**src/rtl/glitch_pulse_gen.sv**
```systemverilog
// Glitch pulse generator: waits for a qualified trigger edge after arming, then
// emits one pulse of programmed width after a programmed delay.
module glitch_pulse_gen #(
  parameter int DELAY_BITS = 32,
  parameter int WIDTH_BITS = 16
) (
  input  logic                  clk,
  input  logic                  rst,
  input  logic                  arm_i,
  input  logic                  disarm_i,
  input  logic [DELAY_BITS-1:0] delay_i,
  input  logic [WIDTH_BITS-1:0] width_i,
  input  logic                  polarity_i,
  input  logic                  trigger_i,
  output logic                  pulse_o,
  output logic                  armed_o,
  output logic                  busy_o,
  output logic                  done_o
);

  // One-hot encoding so status outputs come straight off single state flops.
  typedef enum logic [3:0] {
    ST_IDLE  = 4'b0001,
    ST_ARMED = 4'b0010,
    ST_DELAY = 4'b0100,
    ST_PULSE = 4'b1000
  } state_t;

  localparam int IDX_IDLE  = 0;
  localparam int IDX_ARMED = 1;
  localparam int IDX_PULSE = 3;

  state_t                  state_q, state_d;
  logic [DELAY_BITS-1:0]   cnt_q, cnt_d;
  logic [DELAY_BITS-1:0]   delay_q, delay_d;
  logic [WIDTH_BITS-1:0]   width_q, width_d;
  logic                    pol_q, pol_d;
  logic                    done_q, done_d;
  logic                    sync_s1_q, sync_s2_q, sync_s3_q;
  logic                    rise_edge, fall_edge, trig_edge;

  // Counter reload for the pulse phase; counts W-1 down to 0 for W cycles.
  function automatic logic [DELAY_BITS-1:0] width_load(input logic [WIDTH_BITS-1:0] w);
    return DELAY_BITS'(w) - DELAY_BITS'(1);
  endfunction

  always_ff @(posedge clk or posedge rst) begin
    if (rst) begin
      sync_s1_q <= 1'b0;
      sync_s2_q <= 1'b0;
      sync_s3_q <= 1'b0;
    end else begin
      sync_s1_q <= trigger_i;
      sync_s2_q <= sync_s1_q;
      sync_s3_q <= sync_s2_q;
    end
  end

  assign rise_edge = sync_s2_q & ~sync_s3_q;
  assign fall_edge = ~sync_s2_q & sync_s3_q;
  assign trig_edge = pol_q ? fall_edge : rise_edge;

  always_comb begin
    state_d = state_q;
    cnt_d   = cnt_q;
    delay_d = delay_q;
    width_d = width_q;
    pol_d   = pol_q;
    done_d  = 1'b0;
    case (state_q)
      ST_IDLE: begin
        if (arm_i) begin
          state_d = ST_ARMED;
          delay_d = delay_i;
          pol_d   = polarity_i;
          width_d = (width_i == '0) ? WIDTH_BITS'(1) : width_i;
        end
      end
      ST_ARMED: begin
        if (disarm_i) begin
          state_d = ST_IDLE;
        end else if (trig_edge) begin
          if (delay_q == '0) begin
            state_d = ST_PULSE;
            cnt_d   = width_load(width_q);
          end else begin
            state_d = ST_DELAY;
            cnt_d   = delay_q - DELAY_BITS'(1);
          end
        end
      end
      ST_DELAY: begin
        if (disarm_i) begin
          state_d = ST_IDLE;
        end else if (cnt_q == '0) begin
          state_d = ST_PULSE;
          cnt_d   = width_load(width_q);
        end else begin
          cnt_d = cnt_q - DELAY_BITS'(1);
        end
      end
      ST_PULSE: begin
        // Disarm is deliberately not looked at here: a started pulse always completes.
        if (cnt_q == '0) begin
          state_d = ST_IDLE;
          done_d  = 1'b1;
        end else begin
          cnt_d = cnt_q - DELAY_BITS'(1);
        end
      end
      default: state_d = ST_IDLE;
    endcase
  end

  always_ff @(posedge clk or posedge rst) begin
    if (rst) begin
      state_q <= ST_IDLE;
      cnt_q   <= '0;
      delay_q <= '0;
      width_q <= '0;
      pol_q   <= 1'b0;
      done_q  <= 1'b0;
    end else begin
      state_q <= state_d;
      cnt_q   <= cnt_d;
      delay_q <= delay_d;
      width_q <= width_d;
      pol_q   <= pol_d;
      done_q  <= done_d;
    end
  end

  assign pulse_o = state_q[IDX_PULSE];
  assign armed_o = state_q[IDX_ARMED];
  assign busy_o  = ~state_q[IDX_IDLE];
  assign done_o  = done_q;

endmodule

```
**config.mk**
```make
export PLATFORM = sky130hd
export DESIGN_NAME = glitch_pulse_gen
export DESIGN_NICKNAME = d
export VERILOG_FILES = /design/src/rtl/glitch_pulse_gen.sv
export SDC_FILE = /design/constraint.sdc
export NUM_CORES = 1
export LEC_CHECK = 0
export ABC_AREA = 1
export BUFFER_PORTS_ARGS = -buffer_cell sky130_fd_sc_hd__buf_2
export CORE_MARGIN = 10
export CORE_UTILIZATION = 26
export CTS_BUF_LIST = sky130_fd_sc_hd__clkbuf_4 sky130_fd_sc_hd__clkbuf_8 sky130_fd_sc_hd__clkbuf_16
export DETAILED_ROUTE_END_ITERATION = 6
export SLEW_MARGIN = 20
export SYNTH_ARGS = -nofsm -noshare
export SYNTH_HDL_FRONTEND = slang
export SYNTH_SLANG_ARGS = --single-unit
export TNS_END_PERCENT = 1
```
**constraint.sdc**
```tcl
create_clock -name clk -period 4 [get_ports clk]
set_input_delay 0.8 -clock clk [delete_from_list [all_inputs] [get_ports clk]]
set_output_delay 0.8 -clock clk [all_outputs]
set_load 0.01 [all_outputs]
```
==> run_results.csv <==
group,metric,value,unit
sta,final.setup_skew,0.0115,ns
power_and_ir_drop,powerDensity,720,nW/µm²
sta,fin_ws,1.50,ns
power_and_ir_drop,p_leak,3.70,nW
run_status,status,"completed",
die,die_area,32800,µm²
clock_network,clock-root-buffer,"clkbuf_16",
clock_network,cts_hold_buffers,0,
synthesis,syn-num-nets,1142,
layout,diodes,0,
worst_setup_path,crit_type,"reg -> reg",
layout,fin_area,7710,µm²
synthesis,synth_top_area_share,32.6,%
die,die_h,181,µm
layout,regArea,2230,µm²
synthesis,ys_seq_area_share,33.0,%
layout,final_nets,1186,
worst_setup_path,crit_family,"buffers and inverters",
placement,gp_congestion,0.892,
routing,dr.first_iter.drc_count,559,
sta,slew_violations,0,
worst_hold_path,hold_class,"reg -> reg",
layout,syn_to_final_growth,14.2,%
sta,totalNegativeSetupSlack,0,ns
global_routing,track_usage,12.7,%
layout,drive_gt1_share,10.2,%
global_routing,antenna_found_initial,0,
synthesis,yosys_register_bits,89,
worst_setup_path,cp_data_required_time,4.24,ns
routing,dr_total_vias,6892,
clock_network,postCtsResizedCells,0,
worst_setup_path,critical_path.max_fanout,87,
routing,final_antenna_net_count,0,
layout,final_common_cell,"nand2_1",
clock_network,cts.sinks,89,
global_routing,first_global_vias,6692,
synthesis,synthTopCellsByArea,"dfrtp_1 (33%), nand2_1 (19%), nor2_1 (12%)",
clock_network,cts_tree,"yes",
synthesis,ys_async_sr_fraction,100,%
flow_run,maxCapViolCount,0,
routing,drc,0,
synthesis,syn_inst,1083,
placement,placed_cells,1446,
clock_network,post_cts_buffers,0,
placement,hpwl,16300,µm
sta,max_freq,400,MHz
sta,post-route-period-util,62.5,%
global_routing,overflow,0,
worst_setup_path,path_cells,"nor2_1, inv_1, nor3_1, nand2_1, clkinv_2, o21ai_0",
layout,final_cells,1462,
synthesis,synth_top_area_cell,"dfrtp_1",
die,std_cell_rows,58,
sta,tightest_slew,0.953,ns
global_routing,grt_pass1_wl,34700,µm
sta,hold_violations,0,
sta,max-slew-margin-rel,36.4,%
clock_network,cts_max_level,3,
routing,avgViaCountPerCell,4.71,
sta,period_minus_slack,2.50,ns
die,start_util,26.6,%
die,die_w,181,µm
synthesis,syn-mean-instance-area,6.23,µm²
placement,placed_cell_area,7360,µm²
synthesis,ys_types,40,
clock_network,clock_path_buffers,2,
sta,finalSetupViolCount,0,
die,ios,58,
layout,multi_input_area,3970,µm²
global_routing,grt_max_degree,88,
worst_setup_path,cp_slowest_cell,"clkinv_2",
power_and_ir_drop,peakVddDrop,0.302,mV
worst_setup_path,critPathBufInv,2,
layout,layout_common_cells,"nand2_1 (336), nor2_1 (208), inv_1 (106)",
synthesis,syn_area,6750,µm²
clock_network,cts_buffers,9,
synthesis,synth_warnings,0,
placement,place_ws,1.28,ns
clock_network,clk_pin_slew,0.07,ns
worst_setup_path,critPathCaptureType,"flip-flop",
routing,totalWireLength,21100,µm
sta,grt_setup_unrepaired,"no",
routing,dr.pass1.iters,5,
worst_setup_path,start_kind,"flip-flop",
worst_setup_path,arrival,2.74,ns
layout,nFillCells,2863,
synthesis,yosys_most_used_dff,"dfrtp_1",
routing,wl_per_cell,14.4,µm
placement,port_buffers,57,
die,core,25400,µm²
synthesis,synth-edff-count,0,
worst_setup_path,cpPeakStageDelay,0.85,ns
clock_network,clk_latency,0.36,ns
report_power, final:
group	leakage [nW]	switching (W)	internal, W	total [W]
combinational	2.45	0.00183	0.000900	0.00273
clock	0.172	0.000386	0.000625	0.00101
sequential	1.07	0.000484	0.00133	0.00181
cell families after synthesis:
kind of cell | after synthesis | synth area share [%]
buf+inv | 140 | 8.19
simple gates | 698 | 43.7
xor+xnor | 43 | 5.58
fa+ha+maj | 5 | 0.927
flops | 89 | 33.0
compound gates | 108 | 8.60
path summary, 6_finish.rpt:
kind | startpoint | end | slack, ns | cells past startpoint
min in group asynchronous | rst | delay_q[29]$_DFFE_PP0P_ | 0.57 | 2
worst max-delay path | state_q[2]$_DFFE_PP0P_ | delay_q[19]$_DFFE_PP0P_ | 1.50 | 6
max in group asynchronous | rst | state_q[0]$_DFFE_PP1P_ | 2.66 | 3
worst max register to register | state_q[2]$_DFFE_PP0P_ | delay_q[19]$_DFFE_PP0P_ | 1.50 | 6
worst min-delay path | sync_s1_q$_DFF_PP0_ | sync_s2_q$_DFF_PP0_ | 0.37 | 0
worst min register to register | sync_s1_q$_DFF_PP0_ | sync_s2_q$_DFF_PP0_ | 0.37 | 0
metrics by stage:
| stage | hold WS, ns | util [%] | power [W] |
|---|---|---|---|
| 5_1_grt | 0.377 | 30.3 | 0.00607 |
| 6_report | 0.368 | 30.3 | 0.00555 |
| 3_3_place_gp | 0.337 | 29.0 | 0.00449 |
| 3_5_place_dp | 0.359 | 29.0 | 0.00451 |
| 2_1_floorplan | 0.331 | - | 0.00374 |
| 4_1_cts | 0.374 | 30.3 | 0.00555 |
area by class of cell:
| class | instances | area share [%] |
|---|---|---|
| tap | 330 | 5.36 |
| clock buffer | 10 | 3.10 |
| inverter | 112 | 5.52 |
| timing repair buffer | 61 | 4.25 |
| sequential | 89 | 28.9 |
| clock inverter | 6 | 1.36 |
| multi-input combinational | 854 | 51.5 |
Yosys cell counts (8+ instances only):
library cell,count
dfrtp_1,88
nor3_1,9
clkbuf_1,14
inv_1,108
xor2_1,40
a21oi_1,13
nor2_1,208
o21ai_0,79
nand4_1,13
nand3_1,95
nor2_2,8
nand2_1,336
buf_2,11
routing by layer:
| layer | part of all wire (%) | global-route usage, % | wire length, µm |
|---|---|---|---|
| met3 | 5.0 | 1.68 | 1050 |
| met5 | 0 | 0 | 0 |
| met1 | 46 | 16.6 | 9800 |
| met4 | 2.5 | 4.62 | 531 |
| met2 | 46 | 20.9 | 9690 |
state kept, by name (all words and copies together), names as in the netlist:
signal     count
done_o         1
sync_s1_q      1
sync_s2_q      1
pol_q          1
cnt_q         32
width_q       16
sync_s3_q      1
delay_q       32
state_q        4
Note: power is estimated with default switching activity, not from simulation.
